**src/rtl/car_sequence_gen.sv**
```systemverilog
// car_sequence_gen: emits the a/b photo-sensor waveforms of a programmable
// number of car passages (entry or exit) so the parking-lot counter can be
// exercised without real sensors. All outputs come straight from flops.
module car_sequence_gen #(
    parameter int DWELL_W = 16,
    parameter int CNT_W   = 13
) (
    input  logic               clk,
    input  logic               reset,
    input  logic               start,
    input  logic               dir,
    input  logic [CNT_W-1:0]   n_cars,
    input  logic [DWELL_W-1:0] dwell,
    input  logic [DWELL_W-1:0] gap,
    input  logic               abort,
    output logic               a,
    output logic               b,
    output logic               busy,
    output logic               done,
    output logic [CNT_W-1:0]   cars_sent
);

    typedef enum logic [2:0] {
        S_IDLE = 3'd0,
        S_P1   = 3'd1,
        S_P2   = 3'd2,
        S_P3   = 3'd3,
        S_GAP  = 3'd4
    } state_e;

    state_e             state_q, state_d;
    logic [DWELL_W-1:0] cnt_q, cnt_d;
    logic               dir_q, dir_d;
    logic [CNT_W-1:0]   n_cars_q, n_cars_d;
    logic [DWELL_W-1:0] dwell_q, dwell_d;
    logic [DWELL_W-1:0] gap_q, gap_d;
    logic [CNT_W-1:0]   cars_sent_q, cars_sent_d;
    logic               a_q, a_d;
    logic               b_q, b_d;
    logic               busy_q, busy_d;
    logic               done_q, done_d;
    logic               phase_end;

    // A programmed length of zero behaves like one cycle.
    function automatic logic [DWELL_W-1:0] at_least_one(input logic [DWELL_W-1:0] v);
        return (v == '0) ? DWELL_W'(1) : v;
    endfunction

    // The countdown is on its last cycle when it reaches 1 (0 only after reset).
    assign phase_end = (cnt_q <= DWELL_W'(1));

    // Next-state, latched parameters and registered output values.
    always_comb begin
        // NOTE: every variable gets a default before the case so no path can
        // leave it unassigned; this is what keeps the block free of latches.
        state_d     = state_q;
        cnt_d       = cnt_q;
        dir_d       = dir_q;
        n_cars_d    = n_cars_q;
        dwell_d     = dwell_q;
        gap_d       = gap_q;
        cars_sent_d = cars_sent_q;
        done_d      = 1'b0;
        a_d         = 1'b0;
        b_d         = 1'b0;
        busy_d      = 1'b0;

        unique case (state_q)
            S_IDLE: begin
                // abort sampled together with start discards the start
                if (start && !abort) begin
                    cars_sent_d = '0;
                    if (n_cars != '0) begin
                        dir_d    = dir;
                        n_cars_d = n_cars;
                        dwell_d  = dwell;
                        gap_d    = gap;
                        cnt_d    = at_least_one(dwell);
                        state_d  = S_P1;
                    end else begin
                        done_d = 1'b1;
                    end
                end
            end
            S_P1: begin
                if (phase_end) begin
                    state_d = S_P2;
                    cnt_d   = at_least_one(dwell_q);
                end else begin
                    cnt_d = cnt_q - DWELL_W'(1);
                end
            end
            S_P2: begin
                if (phase_end) begin
                    state_d = S_P3;
                    cnt_d   = at_least_one(dwell_q);
                end else begin
                    cnt_d = cnt_q - DWELL_W'(1);
                end
            end
            S_P3: begin
                if (phase_end) begin
                    // a falls here, which is where the counter registers the car
                    state_d     = S_GAP;
                    cnt_d       = at_least_one(gap_q);
                    cars_sent_d = cars_sent_q + CNT_W'(1);
                end else begin
                    cnt_d = cnt_q - DWELL_W'(1);
                end
            end
            S_GAP: begin
                if (phase_end) begin
                    if (cars_sent_q < n_cars_q) begin
                        state_d = S_P1;
                        cnt_d   = at_least_one(dwell_q);
                    end else begin
                        state_d = S_IDLE;
                        cnt_d   = '0;
                        done_d  = 1'b1;
                    end
                end else begin
                    cnt_d = cnt_q - DWELL_W'(1);
                end
            end
            default: begin
                state_d = S_IDLE;
                cnt_d   = '0;
            end
        endcase

        // Cancel: back to IDLE silently, the count of completed cars is kept.
        if (abort && (state_q != S_IDLE)) begin
            state_d     = S_IDLE;
            cnt_d       = '0;
            cars_sent_d = cars_sent_q;
            done_d      = 1'b0;
        end

        // Sensor levels are decoded from the next state so they land in flops.
        unique case (state_d)
            S_P1: begin
                a_d = ~dir_d;
                b_d = dir_d;
            end
            S_P2: begin
                a_d = 1'b1;
                b_d = 1'b1;
            end
            S_P3: begin
                a_d = 1'b1;
                b_d = 1'b0;
            end
            default: begin
                a_d = 1'b0;
                b_d = 1'b0;
            end
        endcase
        busy_d = (state_d != S_IDLE);
    end

    // State, counters and output flops with asynchronous active-low reset.
    always_ff @(posedge clk or negedge reset) begin
        if (!reset) begin
            state_q     <= S_IDLE;
            cnt_q       <= '0;
            dir_q       <= 1'b0;
            n_cars_q    <= '0;
            dwell_q     <= '0;
            gap_q       <= '0;
            cars_sent_q <= '0;
            a_q         <= 1'b0;
            b_q         <= 1'b0;
            busy_q      <= 1'b0;
            done_q      <= 1'b0;
        end else begin
            // NOTE: non-blocking assignments so every flop samples the values
            // from before this edge, independent of statement order.
            state_q     <= state_d;
            cnt_q       <= cnt_d;
            dir_q       <= dir_d;
            n_cars_q    <= n_cars_d;
            dwell_q     <= dwell_d;
            gap_q       <= gap_d;
            cars_sent_q <= cars_sent_d;
            a_q         <= a_d;
            b_q         <= b_d;
            busy_q      <= busy_d;
            done_q      <= done_d;
        end
    end

    assign a         = a_q;
    assign b         = b_q;
    assign busy      = busy_q;
    assign done      = done_q;
    assign cars_sent = cars_sent_q;

endmodule

```
**config.mk**
```make
export PLATFORM = sky130hd
export DESIGN_NAME = car_sequence_gen
export DESIGN_NICKNAME = d
export VERILOG_FILES = /design/src/rtl/car_sequence_gen.sv
export SDC_FILE = /design/constraint.sdc
export NUM_CORES = 1
export LEC_CHECK = 0
export ABC_AREA = 1
export BUFFER_PORTS_ARGS = -buffer_cell sky130_fd_sc_hd__buf_2
export CAP_MARGIN = 30
export CORE_MARGIN = 3
export CORE_UTILIZATION = 49
export DETAILED_ROUTE_END_ITERATION = 12
export PLACE_DENSITY = 0.69
export SKIP_LAST_GASP = 1
export SYNTH_ARGS = -nofsm -noshare
export SYNTH_HDL_FRONTEND = slang
export SYNTH_SLANG_ARGS = --single-unit
```
**constraint.sdc**
```tcl
create_clock -name clk -period 4.9 [get_ports clk]
set_input_delay 0.245 -clock clk [delete_from_list [all_inputs] [get_ports clk]]
set_output_delay 0.245 -clock clk [all_outputs]
set_load 0.01 [all_outputs]
```
After elaboration in Yosys (flattened, before gate mapping)
Index checks and enable logic that the tools add are counted.
{"block": "totals", "output_inout_bits": 17, "inputBits": 50, "regBits": 82, "elab_cells": 78}
{"block": "op_classes", "n_bitwise": 2, "n_reduce_logical": 16, "n_eq_ne": 11, "n_mux": 34, "magnitude_cmp": 2, "addsub": 2}
{"cell": "16-bit 2-to-1 mux", "count": 10}
{"cell": "16-bit one-hot mux with 4 select lines", "count": 1}
{"cell": "16-bit logical NOT", "count": 3}
{"cell": "13-bit 2-to-1 mux", "count": 2}
{"cell": "13-bit one-hot mux with 2 select lines", "count": 1}
{"cell": "3-bit 2-to-1 mux", "count": 7}
{"cell": "16-bit by 1-bit less-or-equal comparator with 1-bit output, second input constant", "count": 1}
{"cell": "16-bit by 1-bit subtractor with 16-bit output, second input constant", "count": 1}
{"cell": "3-bit one-hot mux with 5 select lines", "count": 1}
{"cell": "13-bit by 1-bit adder with 13-bit output, second input constant", "count": 1}
{"cell": "13-bit < comparator", "count": 1}
{"cell": "13-bit nonzero test", "count": 1}
{"cell": "3-bit by 2-bit equality test with 1-bit output, second input constant", "count": 4}
{"cell": "1-bit 2-to-1 mux", "count": 9}
{"cell": "3-bit by 1-bit equality test with 1-bit output, second input constant", "count": 2}
{"cell": "3-bit != test, second input constant", "count": 2}
{"cell": "1-bit one-hot mux with 2 select lines", "count": 3}
{"cell": "3-bit nonzero test", "count": 2}
{"cell": "2-bit != test, second input constant", "count": 2}
{"cell": "4-bit AND reduction", "count": 1}
{"cell": "2-bit OR reduction", "count": 2}
{"cell": "3-bit equality test, second input constant", "count": 1}
{"cell": "3-bit logical NOT", "count": 1}
{"cell": "3-bit AND reduction", "count": 1}
{"cell": "5 further kinds", "count": 7}

Logic depth before layout (Yosys ltp)
{"block": "depth", "ltp_word": 8, "depth_mapped": 16, "ltp_nobuf": 16}

Worst setup path after synthesis
No wires, ideal clock.
{"block": "synth_timing", "path_type": "register to register", "startpoint": "reg cars_sent_q[12], in the netlist cars_sent[12]", "endpoint": "reg cnt_q[0]", "slack_ns": 3.031, "t_arrival_ns": 1.748, "t_required_ns": 4.779, "setup_time_ns": 0.121, "stages_incl_launch_ff": 15, "path_buffers": 0, "synth_period_minus_slack_ns": 1.869, "path_cell_list": "dfrtp_1 > ha_1 > nand2_1 > nor2_1 > nand2_1 > nor2_1 > nand2_1 > nand2_1 > nand2_1 > nand2_1 > nand2_2 > nand2_1 > nand3_1 > nand2_1 > o21ai_1"}
{"block": "synth_between", "elab_chain_len": 5}
{"item": "from (decl)", "line_no": "37", "text": "logic [CNT_W-1:0] cars_sent_q, cars_sent_d;"}
{"item": "from (signal assigned)", "line_no": "184", "text": "cars_sent_q <= cars_sent_d;"}
{"item": "13-bit < comparator", "line_no": "113", "text": "if (cars_sent_q < n_cars_q) begin"}
{"item": "16-bit 2-to-1 mux", "line_no": "113"}
{"item": "16-bit 2-to-1 mux", "line_no": "112", "text": "if (phase_end) begin"}
{"item": "16-bit one-hot mux with 4 select lines", "line_no": "68", "text": "unique case (state_q)"}
{"item": "16-bit 2-to-1 mux", "line_no": "132", "text": "if (abort && (state_q != S_IDLE)) begin"}
{"item": "to (signal assigned)", "line_no": "179", "text": "cnt_q <= cnt_d;"}
{"item": "to (decl)", "line_no": "32", "text": "logic [DWELL_W-1:0] cnt_q, cnt_d;"}
No other way between the ends.
A chain may end at the register's enable or synchronous reset.

Worst setup path in the final report
{"block": "layout_timing", "startpoint": "reg cnt_q[0]", "endpoint": "reg cnt_q[14]"}
{"block": "layout_between", "elab_chain_len": 4, "elab_cells_between_ends": 7, "classes_between": "add/sub (1); order compare (1); mux (5)"}
{"item": "16-bit by 1-bit subtractor with 16-bit output or 16-bit by 1-bit less-or-equal comparator with 1-bit output (tied branches)"}
{"item": "16-bit 2-to-1 mux, on equally long branches"}
{"item": "16-bit one-hot mux with 4 select lines (*)", "line_no": "68"}
{"item": "16-bit 2-to-1 mux (*)", "line_no": "132"}
Every way passes the cells marked *; elsewhere a longest branch is shown, timed or not.

==> run metrics <==
status=finished, final reports clean; Seq/Total Area, Yosys=39.8%; Root Buffer=clkbuf_8; Netlist Area Pre-Place=5160 um^2; critical path's largest stage delay=460 ps; Final ANT Viol Nets=0; slew margin rel.=approximately 43%; Row Count=36; first-pass GRT wire length=22.8 mm; unrepaired setup endpoints after global routing=no; synth warn=0; Die X=109 um; area grow syn2layout=12.3%; Fill cells=around 980; Num CTS Buffers=9; 1st-iter DRT viols=about 380; total power=0.00318 W; Yosys cell types=43; share of cells above drive strength 1=17.4%; core area=10000 um^2; cells along the critical path=inv_2 -> ha_1 -> nand2_2 -> nor2_8 -> o21ai_4 -> inv_2 -> o21ai_1 -> nand3_1 -> nand3_1 -> nand2_1 -> nand2_1; Placed Area=approximately 5600 um^2; Worst Hold Class=in -> reg; 1st-pass router iterations=5; Worst Setup End Kind=flip-flop; Lkg Pwr=2.97 nW; Final Max Slew Viols=0; final worst-path cycle share=47.4%; setup TNS=0 ps; initial antenna violation count=0; Setup Skew=8.63 ps; vias in the first global route=4,605; DR vias=4,815; clk slew on worst S/H paths=about 90 ps; Critical Path AT=2630 ps; Slew @ Worst Pin=between 800 and 900 ps; mean routed wirelength per cell=15.3 um; Vias/cell=between 5 and 6; final hold vios=0; final setup fails=0; number of antenna cells inserted=0; flops & latches, synth=82; syn nets=761; CP Max Fanout=18; CTS tree=done; Clock Path Buffers=2; Post-CTS Setup Inserts=0; worst skew pair latency=about 370 ps; worst hold stages=3; critical path's slowest cell=o21ai_4; crit path launch type=flip-flop; CTS H-tree lvls=3; gr usage total=24.9%; Die ar.=11,800 um^2; largest net degree at the start of global routing=69; clock sink count=82; reg2reg path depth=11; grt total ovfl=0; Nets=a little over 800; post-layout min period=2320 ps; Initial Utilization=51.6%; synthesized area per cell=7.41 um^2; IO Pins=67; worst setup margin=2580 ps; Peak VDD IR=about 0.26 mV; worst setup path class=reg -> reg; Mapped Cells=around 700; multi-input logic area=between 2000 and 3000 um^2; Final Cell Area=5790 um^2; die height=around 110 um; Max Cap Viol=0; post-detailed-route DRC marker count=0; register area=slightly above 2000 um^2; dpl ws=2650 ps; Achievable Freq=431 MHz; I/O Buffers=66; Post-DP HPWL=10.2 mm; Worst Path Required=5210 ps; Final GP Congestion=0.909; Core Util, Final=57.9%; WL final=about 14 mm; pwr/cell area=550 nW/um^2; Post-CTS Resized=0
==> report_power, final <==
group	switching (W)	total [W]	internal [W]
Clock	0.000247	0.000456	0.000209
Combinational	0.00109	0.00162	0.000525
Sequential	0.000165	0.00111	0.000944
==> layout by cell type (no fill, tap or decap), types with 2 or more instances in the layout <==
master,Yosys,routed
a21oi_1,9,9
buf_2,7,65
clkbuf_1,3,2
clkbuf_8,0,11
clkinv_1,2,2
dfrtp_1,82,82
ha_1,15,15
inv_1,88,88
inv_2,12,12
nand2_1,204,204
nand2_2,9,9
nand2_4,5,5
nand3_1,51,51
nand3b_1,8,8
nand4_1,12,12
nor2_1,37,37
nor2_2,7,7
nor2_4,4,4
nor2_8,3,3
nor3_1,4,4
nor3_2,2,2
nor4_1,5,5
o211ai_1,12,12
o21ai_0,44,44
o21ai_1,25,25
o21ai_4,2,2
o22ai_1,15,15
o31ai_1,2,2
xor2_1,9,9
==> path summary, 6_finish.rpt <==
check	from	endpoint	slack, ps
setup / recovery	cnt_q[0]	cnt_q[14]	2580
hold / removal	gap[15]	gap_q[15]	80
setup reg to reg	cnt_q[0]	cnt_q[14]	2580
hold reg to reg	n_cars_q[2]	n_cars_q[2]	510
max in group asynchronous	reset	dwell_q[14]	4030
min in group asynchronous	reset	gap_q[4]	270
==> critical path: cells and delay by family (launching register included) <==
| kind | cells | cell delay [ps] |
|---|---|---|
| compound gates | 2 | 600 |
| flops | 1 | 410 |
| buf+inv | 2 | 340 |
| fa+ha+maj | 1 | 250 |
| simple gates | 6 | 630 |
==> cell usage after synthesis, drive strengths merged <==
cell type / count / area, um^2
a211oi: 2 / 20.0
a21boi: 1 / 7.51
a21oi: 10 / 53.8
a22oi: 1 / 7.51
buf: 13 / 83.8
clkbuf: 3 / 11.3
clkinv: 2 / 7.51
dfrtp: 82 / 2050
ha: 15 / 188
inv: 101 / 382
nand2: 218 / 878
nand3: 52 / 265
nand3b: 8 / 60.1
nand4: 13 / 87.6
nor2: 51 / 288
nor3: 6 / 40.0
nor4: 6 / 43.8
o211ai: 13 / 103
o21a: 1 / 7.51
o21ai: 72 / 387
o22ai: 15 / 93.8
o31ai: 2 / 15.0
xor2: 9 / 78.8
==> cell type report <==
cell class,instances,share of cell area [%]
Clock inverter,2,0.216
Sequential cell,82,35.4
Inverter,103,6.72
Multi-Input combinational cell,495,45.3
Clock buffer,13,2.74
Tap cell,133,2.87
Timing Repair Buffer,69,6.74
==> state kept, by name, indices dropped and copies added (netlist names) <==
signal     count
dir_q          1
cnt_q         16
b              1
done           1
cars_sent     13
n_cars_q      13
busy           1
a              1
state_q        3
dwell_q       16
gap_q         16
==> cell families after synthesis <==
| logic type | share of synthesized area (%) |
|---|---|
| XOR/XNOR | 1.53 |
| adder cells (fa/ha/maj) | 3.64 |
| flip-flops | 39.8 |
| buffers and inverters | 9.38 |
| AO/OA/AOI/OAI | 13.5 |
| AND/OR/NAND/NOR | 32.2 |
==> metal layers <==
metal / vias up / GRT usage [%] / wire, um
met5: - / 0 / 0
met4: 0 / 6.76 / 187
met3: 15 / 4.68 / 787
met2: 154 / 39.2 / 6240
met1: 2255 / 35.3 / 6530
li1: 2391 / - / -
==> stage by stage <==
stage,hold WS [ps],cells
6_report,84.6,897
5_1_grt,81.9,897
4_1_cts,78.3,897
3_5_place_dp,124,881
3_3_place_gp,453,879
2_1_floorplan,-50.6,696
==> repair_timing <==
item | in CTS | in global routing
hold buffers | 1 | 0
hold endpoints to repair | 14 | 0
endpoints found under the setup margin | 0 | 0
Power figures use the tool's default switching activity.
